--- config.mk ---
export PLATFORM = sky130hd
export DESIGN_NAME = accum_master_engine
export DESIGN_NICKNAME = d
export VERILOG_FILES = /design/src/rtl/accum_master_engine.sv
export SDC_FILE = /design/constraint.sdc
export NUM_CORES = 1
export LEC_CHECK = 0
export ABC_AREA = 1
export CORE_AREA = 8 8 437 439
export CTS_CLUSTER_DIAMETER = 50
export DETAILED_ROUTE_END_ITERATION = 6
export DIE_AREA = 0 0 445 447
export PLACE_DENSITY_LB_ADDON = 0.25
export SLEW_MARGIN = 20
export SYNTH_ARGS = -nofsm -noshare
export SYNTH_HDL_FRONTEND = slang
export SYNTH_SLANG_ARGS = --single-unit
--- constraint.sdc ---
create_clock -name clk -period 26.3 [get_ports clk]
set_input_delay 5.26 -clock clk [delete_from_list [all_inputs] [get_ports clk]]
set_output_delay 5.26 -clock clk [all_outputs]
set_load 0.1 [all_outputs]
--- src/rtl/accum_master_engine.sv ---
// accum_master_engine: job-driven initiator for the accumulator subsystem.
// Write jobs stream beats out as per-row write commands plus write data.
// Read jobs issue row reads under a credit limit and return the data through
// a small FIFO.
// Optional macro ACCUM_MASTER_PERF_EN enables the stall_cycles counter.
module accum_master_engine #(
  parameter int NUM_BANKS    = 4,
  parameter int ADDR_WIDTH   = 9,
  parameter int DATA_WIDTH   = 64,
  parameter int ZONE_WIDTH   = 2,
  parameter int LEN_WIDTH    = 10,
  parameter int RD_BUF_DEPTH = 4
) (
  input  logic                            clk,
  input  logic                            rstn,
  input  logic                            job_valid,
  output logic                            job_ready,
  input  logic                            job_op,
  input  logic [ZONE_WIDTH-1:0]           job_zone,
  input  logic [ADDR_WIDTH-1:0]           job_addr,
  input  logic [LEN_WIDTH-1:0]            job_len,
  input  logic [NUM_BANKS-1:0]            job_mask,
  input  logic                            job_accum,
  input  logic                            s_valid,
  output logic                            s_ready,
  input  logic [NUM_BANKS*DATA_WIDTH-1:0] s_data,
  output logic                            m_valid,
  input  logic                            m_ready,
  output logic [NUM_BANKS*DATA_WIDTH-1:0] m_data,
  output logic                            busy,
  output logic                            done,
  output logic [31:0]                     stall_cycles,
  output logic                            wr_valid,
  input  logic                            wr_ready,
  output logic [ZONE_WIDTH-1:0]           wr_zone_id,
  output logic [ADDR_WIDTH-1:0]           wr_addr,
  output logic [NUM_BANKS-1:0]            wr_mask,
  output logic                            accum_en,
  output logic                            rd_valid,
  input  logic                            rd_ready,
  output logic [ZONE_WIDTH-1:0]           rd_zone_id,
  output logic [ADDR_WIDTH-1:0]           rd_addr,
  output logic [NUM_BANKS-1:0]            rd_mask,
  output logic                            wvalid,
  input  logic                            wready,
  output logic [NUM_BANKS*DATA_WIDTH-1:0] wdata,
  input  logic                            rvalid,
  input  logic [NUM_BANKS*DATA_WIDTH-1:0] rdata
);

  localparam int BW = NUM_BANKS*DATA_WIDTH;
  localparam int PW = $clog2(RD_BUF_DEPTH);
  localparam int CW = PW + 1;
  localparam logic [CW-1:0] DEPTH_C = CW'(RD_BUF_DEPTH);

  localparam logic [1:0] S_IDLE  = 2'd0;
  localparam logic [1:0] S_WRITE = 2'd1;
  localparam logic [1:0] S_READ  = 2'd2;
  localparam logic [1:0] S_DONE  = 2'd3;

  logic [1:0]            state;
  logic [ZONE_WIDTH-1:0] zone_q;
  logic [ADDR_WIDTH-1:0] base_q;
  logic [LEN_WIDTH-1:0]  len_q;
  logic [NUM_BANKS-1:0]  mask_q;
  logic                  accum_q;
  logic [LEN_WIDTH-1:0]  cc, dc, ic, rc;
  logic [CW-1:0]         outst, fcnt;
  logic [PW-1:0]         wptr, rptr;
  logic [BW-1:0]         mem [RD_BUF_DEPTH];

  logic in_wr, in_rd, accept;
  logic wr_xfer, w_xfer, rd_xfer, rd_pend, credit_ok;
  logic fifo_full, fifo_empty, pop, ret, push;

  assign in_wr  = (state == S_WRITE);
  assign in_rd  = (state == S_READ);
  // job_ready is also gated by rstn so every output reads 0 during reset
  assign job_ready = rstn && (state == S_IDLE);
  assign accept    = job_valid && job_ready;
  assign busy      = (state != S_IDLE);
  assign done      = (state == S_DONE);

  // write channel: command and data run on independent counters
  assign wr_valid   = in_wr && (cc < len_q);
  assign wr_addr    = base_q + ADDR_WIDTH'(cc);
  assign wr_zone_id = zone_q;
  assign wr_mask    = mask_q;
  assign accum_en   = accum_q;
  assign wvalid     = in_wr && s_valid && (dc < len_q);
  assign s_ready    = in_wr && wready && (dc < len_q);
  assign wdata      = in_wr ? s_data : '0;
  assign wr_xfer    = wr_valid && wr_ready;
  assign w_xfer     = wvalid && wready;

  // read channel: in-flight reads plus buffered beats never exceed the FIFO depth
  assign fifo_full  = (fcnt == DEPTH_C);
  assign fifo_empty = (fcnt == '0);
  assign credit_ok  = (outst + fcnt) < DEPTH_C;
  assign rd_pend    = in_rd && (ic < len_q);
  assign rd_valid   = rd_pend && credit_ok;
  assign rd_addr    = base_q + ADDR_WIDTH'(ic);
  assign rd_zone_id = zone_q;
  assign rd_mask    = mask_q;
  assign rd_xfer    = rd_valid && rd_ready;
  assign m_valid    = in_rd && !fifo_empty;
  assign m_data     = m_valid ? mem[rptr] : '0;
  assign pop        = m_valid && m_ready;
  assign ret        = rvalid && in_rd;
  // a pop in the same cycle frees the slot, so a push into a full FIFO is fine then
  assign push       = ret && (!fifo_full || pop);

  // job sequencing, counters and FIFO bookkeeping
  always_ff @(posedge clk or negedge rstn) begin
    if (!rstn) begin
      state   <= S_IDLE;
      zone_q  <= '0;
      base_q  <= '0;
      len_q   <= '0;
      mask_q  <= '0;
      accum_q <= 1'b0;
      cc      <= '0;
      dc      <= '0;
      ic      <= '0;
      rc      <= '0;
      outst   <= '0;
      fcnt    <= '0;
      wptr    <= '0;
      rptr    <= '0;
    end else begin
      case (state)
        S_IDLE: if (accept) begin
          zone_q  <= job_zone;
          base_q  <= job_addr;
          len_q   <= job_len;
          mask_q  <= job_mask;
          accum_q <= job_accum;
          cc      <= '0;
          dc      <= '0;
          ic      <= '0;
          rc      <= '0;
          outst   <= '0;
          fcnt    <= '0;
          wptr    <= '0;
          rptr    <= '0;
          if (job_len == '0) state <= S_DONE;
          else               state <= job_op ? S_READ : S_WRITE;
        end
        S_WRITE: begin
          if (wr_xfer) cc <= cc + LEN_WIDTH'(1);
          if (w_xfer)  dc <= dc + LEN_WIDTH'(1);
          if ((cc == len_q) && (dc == len_q)) state <= S_DONE;
        end
        S_READ: begin
          if (rd_xfer) ic <= ic + LEN_WIDTH'(1);
          if (ret)     rc <= rc + LEN_WIDTH'(1);
          case ({rd_xfer, ret})
            2'b10:   outst <= outst + CW'(1);
            2'b01:   outst <= outst - CW'(1);
            default: outst <= outst;
          endcase
          case ({push, pop})
            2'b10:   fcnt <= fcnt + CW'(1);
            2'b01:   fcnt <= fcnt - CW'(1);
            default: fcnt <= fcnt;
          endcase
          if (push) wptr <= wptr + PW'(1);
          if (pop)  rptr <= rptr + PW'(1);
          if ((rc == len_q) && fifo_empty) state <= S_DONE;
        end
        default: state <= S_IDLE;
      endcase
    end
  end

  // return-data storage; contents are don't-care while empty, m_data is gated
  always_ff @(posedge clk) begin
    if (push) mem[wptr] <= rdata;
  end

`ifdef ACCUM_MASTER_PERF_EN
  logic [31:0] stall_q;
  logic        stall_hit;
  assign stall_hit = (wr_valid && !wr_ready) || (wvalid && !wready) ||
                     (rd_valid && !rd_ready) || (rd_pend && !credit_ok);
  // per-job stall counter, saturating, held after completion
  always_ff @(posedge clk or negedge rstn) begin
    if (!rstn)                                   stall_q <= '0;
    else if (accept)                             stall_q <= '0;
    else if (stall_hit && (stall_q != '1))       stall_q <= stall_q + 32'd1;
  end
  assign stall_cycles = stall_q;
`else
  assign stall_cycles = '0;
`endif

`ifndef SYNTHESIS
  // read returns are only legal in READ and only when the FIFO can take them
  rvalid_legal: assert property (@(posedge clk) disable iff (!rstn)
    rvalid |-> (in_rd && (!fifo_full || pop)));
`endif

endmodule
* Word-level counts from Yosys, hierarchy flattened *
Memories as Yosys holds them, arrays and structs flattened.
Index checks and enable logic that the tools add are counted.

word-level totals
  output and inout bits = 583
  memories kept = 1
  bits in writable memories = 1,024
  flip-flop bits (word level) = 78
  latch bits = 0
  bits of input ports = 548
  ROM bits = 0
  word-level logic and storage cells = 120

operators by class
  add/subtract/negate cells = 13
  multiply operators = 0
  reduce and logical (&&, ||, !) cells = 37
  div/mod/pow operators = 0
  equality and inequality tests = 22
  order comparisons = 4
  shift operators = 0
  multiplexer cells = 29
  bitwise operators = 0

memories
  name  words  width  rd ports  clocked after memory_dff  wr ports  RTL line  text
  mem   4      256    1         0                         1         70        logic [BW-1:0] mem [RD_BUF_DEPTH];

operators with widths
  operator                                              number
  two-way mux 256 bit                                   2
  case mux 10 bit (2 select lines)                      4
  two-way mux 10 bit                                    5
  adder 10 x 1 -> 10 bit (second input constant)        4
  equality test 10 bit                                  3
  less-than comparator 10 bit                           3
  AND reduction 3 bit                                   9
  case mux 3 bit (2 select lines)                       4
  adder 9 bit                                           2
  logical AND 1 bit                                     18
  two-way mux 2 bit                                     8
  != test 2 x 1 -> 1 bit (second input constant)        8
  zero test 10 bit                                      1
  equality test 2 bit (second input constant)           4
  case mux 2 bit (2 select lines)                       2
  adder 3 x 1 -> 3 bit (second input constant)          2
  equality test 2 x 1 -> 1 bit (second input constant)  3
  != test 3 x 1 -> 1 bit (second input constant)        2
  case mux 2 bit (3 select lines)                       1
  nonzero test 2 bit                                    3
  subtractor 3 x 1 -> 3 bit (second input constant)     2
  adder 2 x 1 -> 2 bit (second input constant)          2
  adder 3 bit                                           1
  equality test 3 bit (second input constant)           1
  other kinds (9)                                       11

* Depth between registers and ports, before layout *
Gate-level depths: netlist of the first run.

  depth after elaboration = 9
  mapped depth = 19

* Worst setup path before layout of the first run *
Ideal clock, no wire load.

  path type = input to register
  from = input m_ready
  to = memory mem[0][0] (netlist bit), enable pin
  buffers on the path = 0
  arrival time = 16.229 ns
  stages = 4
  setup slack = 9.195 ns
  library setup time = 0.877 ns
  cells stage by stage = nand2_1 > a31oi_1 > inv_2 > nor2_1

on the way
  cells in the longest elaborated chain, start to end = 5

RTL lines
  item                                     RTL line  text
  from (decl)                              28        input logic m_ready,
  logical AND 1 bit                        108       assign pop = m_valid && m_ready;
  logical OR 1 bit                         111       assign push = ret && (!fifo_full || pop);
  logical AND 1 bit                        111
  two-way mux 1 bit                        178       if (push) mem[wptr] <= rdata;
  two-way mux 1 bit (implied by the code)  178
  to (decl)                                70

No other way between the ends.

* Worst setup path after layout of the first run *
  from = input s_data[89]
  to = output wdata[89]

on the way
  cells in the longest elaborated chain, start to end = 1

RTL lines
  item                 RTL line  text
  from (decl)          26        input logic [NUM_BANKS*DATA_WIDTH-1:0] s_data,
  two-way mux 256 bit  92        assign wdata = in_wr ? s_data : '0;
  to (decl)            46        output logic [NUM_BANKS*DATA_WIDTH-1:0] wdata,

No other way between the ends.

==> results.md, run 1 <==
- Seq pwr share: 0.289
- Outcome: complete, no violations
- Rows: 158
- Final Slew Violations: 0
- Final setup viols: 0
- Clock skew: 34.04 ps
- Prevailing post-synth register cell: edfxtp_1
- Io pins: 1131
- YS warnings: 0
- Post-route minimum period: 13060 ps
- Syn avg cell area: 10.88 um2
- Fmax: 76.57 MHz
- Switch share: 0.4783
- First-pass GRT wire length: 292400 um
- Worst hold margin: 503.9 ps
- Cts hold-fix bufs: 0
- VDD IR max: 0.08508 mV
- Vias in the first global route: 34952
- Crit share post-route: 0.4966
- CTS resizes: 0
- Port bufs: 1098
- Routed via count: 35538
- Clock Latency Late Sink: 770 ps
- Largest net degree at the start of global routing: 161
- Mapped Cells: 4329
- Wirelength per Cell: 27.44 um
- Critical-path maximum fanout: 1
- FFs w/ async S/R, synth: 0.07078
- Normalized max-slew margin: 0.1702
- MaxCap Viol Count: 0
- Die area: 0.1989 mm2
- P_int: 3.923 mW
- Global-route usage over all layers: 0.2100
- Clock share of power: 0.256
- Final Net Count: 5972
- Pwr Total: 7.520 mW
- Most common cell on crit path: clkdlybuf4s50_1
- CP required: 21040 ps
- DP Wirelength: 159100 um
- TNS Setup: 0 ps
- Worst Hold Class: flip-flop to flip-flop
- Slew @ Worst Pin: 1245 ps
- Crit end category: primary output
- Area taken by multi-input logic gates: 0.01204 mm2
- Final Core Density: 0.3537
- RSZ-0062 raised after global routing: false
- Clk sink count: 1102
- FF/Latch Area: 0.03271 mm2
- CP max stage cell: clkdlybuf4s50_1
- Switching Power: 3.597 mW
- Fillers: 18458
- Vias per inst: 4.452
- Seq/Total Area, Yosys: 0.6944
- Root Buffer: clkbuf_16
- DRT iter0 DRCs: 2309
- #FFs+latches synth: 1102
- Routability-driven placement congestion ratio: 1.008
- Fin. Hold Viols: 0
- Commonest cells after routing, fill and taps aside: nor2_1, clkdlybuf4s50_1, edfxtp_1, o21ai_0, nand2_1
- DIE HEIGHT: 447 um
- ANT nets after route: 0
- Die width: 445 um
- DR pass1 iterations: 5
- Worst path arrival time: 7800 ps
- Core area: 0.1842 mm2
- P per Cell Area: 115.4 mW/mm2
- CP Cell Sequence: clkdlybuf4s50_1 > nand2_1 > inv_1 > clkdlybuf4s50_1
- CTS tree: built
- Number of antenna violations at the first check in global routing: 81
- Clk slew on worst S/H paths: 50 ps
- Commonest non-fill, non-tap cell in the layout: nor2_1
- TritonCTS buffer count: 141
- Combinational power share: 0.455
- Number of H-tree levels: 4
- Share of layout cells above drive strength 1: 0.06017
- Layout area overhead: 38.37%
- Crit path kind: input port to primary output
- Synth Cell Area: 0.04709 mm2
- Leakage: 24.35 nW
- Max incr delay on CP: 1160 ps
- CP delay by family, top: buffers and inverters
- Remaining Overflow, GRT: 0
- Post-synthesis cell type count: 43
- Wirelength, routed: 219000 um
- Clk buf depth: 3
- DRC viols: 0
- Worst Path Buf+Inv: 3
- Post-CTS Repair Setup Buffers: 0
- Starting Density: 0.2556
- Startpoint types: input port
- Post-synth EDFFs: 1024
[worst reg2reg max path, cell delays in order, from the launching register on]
cell	delay, ps
dfrtp_1	430
inv_1	110
ha_1	150
buf_4	310
nand2_8	450
inv_2	270
nand2_1	200
a31oi_1	260
inv_2	150
nor2_4	540
buf_4	790
buf_4	710
buf_4	830
[cell families after synthesis]
| group | count (synthesis) | share of synthesized area |
|---|---|---|
| and+or+nand+nor | 1627 | 0.1334 |
| DFF | 1102 | 0.6944 |
| AOI/OAI and AO/OA | 861 | 0.09235 |
| buffers and inverters | 628 | 0.05372 |
| adders and majority gates | 62 | 0.01711 |
| xor gates and xnor gates | 48 | 0.008927 |
| other | 1 | 0.00007963 |
[routing by layer]
metal,track usage,vias up,share of wire
li1,-,16681,-
met1,0.2040,17277,0.34
met2,0.3901,1166,0.53
met3,0.06738,378,0.071
met4,0.1204,36,0.068
met5,0,-,0.0011
[through the flow]
step	instance area (um2)	setup WS, ps	instances
after CTS	65060	13220	7947
after global placement	60400	13240	7698
after floorplan	47210	9195	4360
final	65160	13240	7982
after detailed placement	60390	13240	7698
after global routing	65100	13320	7960
[synth_stat cells (2+ instances only)]
| library cell | instances | area (um2) |
|---|---|---|
| nand3_1 | 43 | 215.2 |
| and3_1 | 2 | 12.51 |
| nand3_2 | 2 | 20.02 |
| buf_2 | 15 | 75.07 |
| xor2_1 | 38 | 332.8 |
| clkbuf_1 | 194 | 728.2 |
| nor2_1 | 1083 | 4065 |
| inv_1 | 344 | 1291 |
| o21ai_0 | 548 | 2743 |
| ha_1 | 58 | 725.7 |
| nand2_2 | 2 | 12.51 |
| edfxtp_1 | 1024 | 30750 |
| nor4_1 | 4 | 25.02 |
| nand2_1 | 460 | 1727 |
| a21oi_1 | 288 | 1441 |
| nor3_1 | 13 | 65.06 |
| buf_1 | 29 | 108.9 |
| fa_1 | 4 | 80.08 |
| buf_4 | 41 | 307.8 |
| inv_2 | 4 | 15.01 |
| a21boi_0 | 3 | 22.52 |
| nor3_2 | 2 | 20.02 |
| nand4_1 | 8 | 50.05 |
| o21ai_1 | 13 | 65.06 |
| xnor2_1 | 10 | 87.58 |
| nor3b_1 | 3 | 22.52 |
| dfrtp_1 | 78 | 1952 |
[state kept, by name (all words and copies together) (netlist names), 4 cells and up]
name     count
mem       1024
base_q       9
rd_mask      4
len_q       10
ic          10
dc          10
rc          10
cc          10
[path summary, 6_finish.rpt]
kind | from | end | slack [ps] | cells past startpoint
worst min-delay path | accum_en$_DFFE_PN0P_ | accum_en$_DFFE_PN0P_ | 500 | 2
min in group asynchronous | rstn | rd_mask[1]$_DFFE_PN0P_ | 4540 | 1
worst min register to register | accum_en$_DFFE_PN0P_ | accum_en$_DFFE_PN0P_ | 500 | 2
worst max register to register | state[0]$_DFFE_PN0P_ | mem[0][47]$_DFFE_PP_ | 20680 | 12
max in group asynchronous | rstn | rptr[1]$_DFFE_PN0P_ | 20700 | 2
worst max-delay path | s_data[89] | wdata[89] | 13240 | 4
[cell type report]
type	count	share of cell area
Timing Repair Buffer	1138	0.1724
Tap cell	2480	0.04762
Clock inverter	75	0.01490
Clock buffer	174	0.05668
Inverter	349	0.02033
Antenna cell	34	0.001306
Multi-Input combinational cell	2630	0.1847
Sequential cell	1102	0.5020
[power by group through the flow]
stage / registers [mW] / logic, mW / clock network, mW
after floorplan: 2.26 / 2.34 / 0
after CTS: 2.17 / 3.47 / 1.98
after global placement: 2.21 / 3.46 / 0
final: 2.17 / 3.42 / 1.93
after global routing: 2.19 / 3.60 / 2.04
after detailed placement: 2.21 / 3.46 / 0
(Power assumes the default switching activity.)
==> run 2: changes to the inputs <==
==> constraint.sdc (replaced) <==
create_clock -name clk -period 11 [get_ports clk]
set_input_delay 2.2 -clock clk [delete_from_list [all_inputs] [get_ports clk]]
set_output_delay 2.2 -clock clk [all_outputs]
set_load 0.1 [all_outputs]
==> run 2 against run 1 <==
Against the previous run:
- clock skew is 13 ps lower
- non-clock buffer count shrank 2
- first-iteration DRC count down 1.5%
- hold slack improved by 9.1 ps
- sequential power is 140% higher
- critical endpoint is now m_data[129]
- largest cell class unchanged
==> results.md, run 2 (synthesis gave the netlist of run 1 again) <==
- Outcome: complete, no violations
- Layout area overhead: 38.34% (about the same)
- DRT iter0 DRCs: 2275 (-1.5%)
- Wirelength per Cell: 27.36 um (-0.28%)
- Starting Density: 0.2556 (unchanged)
- Fmax: 132.2 MHz
- Number of H-tree levels: 4 (unchanged)
- Core area: 0.1842 mm2 (unchanged)
- Io pins: 1131 (unchanged)
- Vias per inst: 4.458 (+0.12%)
- DIE HEIGHT: 447 um (unchanged)
- Global-route usage over all layers: 0.2091 (-0.0008153)
- Clk buf depth: 3 (unchanged)
- Number of antenna violations at the first check in global routing: 87 (+7.4%)
- TNS Setup: 0 ps (unchanged)
- DRC viols: 0 (unchanged)
- Final Slew Violations: 0 (unchanged)
- Min-delay src: rd_zone_id[0]$_DFFE_PN0P_
- Die area: 0.1989 mm2 (unchanged)
- Share of layout cells above drive strength 1: 0.05782 (-0.002346)
- Worst Hold Class: flip-flop to flip-flop
- Wirelength, routed: 218500 um (-0.25%)
- Routed via count: 35594 (+0.16%)
- Worst path arrival time: 5360 ps (-2440 ps)
- Normalized max-slew margin: 0.1978 (+0.02764)
- CTS tree: built
- Max FFs per register: 1024 (unchanged)
- Clock Latency Late Sink: 780 ps (about the same)
- Final Net Count: 5968 (-0.067%)
- Pwr Total: 17.89 mW (+140%)
- Slew @ Worst Pin: 1200 ps (-45.21 ps)
- CP required: 8800 ps (-12240 ps)
- Largest reg by FF count: mem
- Leakage: 24.32 nW (-0.11%)
- Dpl ws: 4068 ps (-9167 ps)
- Largest net degree at the start of global routing: 227 (+41%)
- Crit end category: primary output
- Final setup viols: 0 (unchanged)
- Startpoint types: flip-flop
- DR pass1 iterations: 5 (unchanged)
- Rows: 158 (unchanged)
- ANT nets after route: 0 (unchanged)
- VDD IR max: 0.1746 mV (+110%)
- Placed Area: 0.06045 mm2 (+0.10%)
- Commonest cells after routing, fill and taps aside: nor2_1, clkdlybuf4s50_1, edfxtp_1, o21ai_0, nand2_1
- Commonest non-fill, non-tap cell in the layout: nor2_1
- Clk slew on worst S/H paths: 50 ps (about the same)
- Setup slack after layout: 3438 ps (-9802 ps)
- First-pass GRT wire length: 290900 um (-0.51%)
- Remaining Overflow, GRT: 0 (unchanged)
- Clock skew: 20.67 ps (-13.37 ps)
- CTS resizes: 0 (unchanged)
- Root Buffer: clkbuf_16
- Port bufs: 1098 (unchanged)
- MaxCap Viol Count: 0 (unchanged)
- Vias in the first global route: 34704 (-0.71%)
- Crit share post-route: 0.6874
- Crit path kind: flip-flop to primary output
- Die width: 445 um (unchanged)
- Design Area, Final: 0.06515 mm2 (about the same)
- Fin. Hold Viols: 0 (unchanged)
- Worst Setup SP: rptr[0]$_DFFE_PN0P_
- Routability-driven placement congestion ratio: 0.9718 (-3.6%)
- P per Cell Area: 274.6 mW/mm2 (+140%)
- Worst reg2reg startpoint: state[0]$_DFFE_PN0P_
- Post-route minimum period: 7562 ps
- Cts hold-fix bufs: 0 (unchanged)
- Fillers: 18436 (-0.12%)
- DP Wirelength: 157700 um (-0.83%)
- Area taken by multi-input logic gates: 0.01204 mm2 (unchanged)
- Critical-path maximum fanout: 178 (+177)
- RSZ-0062 raised after global routing: false
- Clk sink count: 1102 (unchanged)
- Final Core Density: 0.3536 (about the same)
- Post-CTS Repair Setup Buffers: 0 (unchanged)
- TritonCTS buffer count: 139 (-1.4%)
- FF/Latch Area: 0.03271 mm2 (unchanged)
-- run 2: through the flow --
stage,hold WS (ps),cells
after CTS,511.6,7943
after global routing,533.2,7958
after detailed placement,497.6,7695
after floorplan,483.3,4360
after global placement,469.8,7695
final,512.9,7985
-- run 2: area by class of cell --
class	instances	area share
repair buffers	1136	0.1739
inverters	349	0.02034
well taps	2480	0.04763
flip-flops and latches	1102	0.5021
clock inverters	79	0.01316
diodes	40	0.001536
multi-input cells	2630	0.1848
clock buffers	169	0.05658
-- run 2: metal layers --
metal  vias up  track usage  routed length (um)  part of all wire
li1      16681            -                   -                 -
met1     17403       0.2034               73790              0.34
met2      1123       0.3939              116300              0.53
met4        40       0.1081               12910             0.059
met3       347      0.06731               15180             0.070
met5         -            0                 271            0.0012
-- run 2: worst max-delay path: stages, from the launching register on --
cell and delay [ps]:
dfrtp_4 930, buf_12 630, buf_4 910, nor2_1 130, nor2_1 110, o21ai_0 90
a21oi_1 300, clkdlybuf4s50_1 1240
-- run 2: path summary, 6_finish.rpt --
kind,end,slack (ps),cells past startpoint
max,m_data[129],3440,7
min,rd_zone_id[0]$_DFFE_PN0P_,510,2
max reg2reg,mem[2][18]$_DFFE_PP_,6480,11
min reg2reg,rd_zone_id[0]$_DFFE_PN0P_,510,2
max in group asynchronous,rptr[1]$_DFFE_PN0P_,8370,2
min in group asynchronous,rd_mask[1]$_DFFE_PN0P_,1310,1
-- run 2: power breakdown --
group          internal (mW)  total [mW]  switching, mW
Clock                   2.67        4.49           1.82
Sequential              4.99        5.21          0.217
Combinational           1.68        8.19           6.52
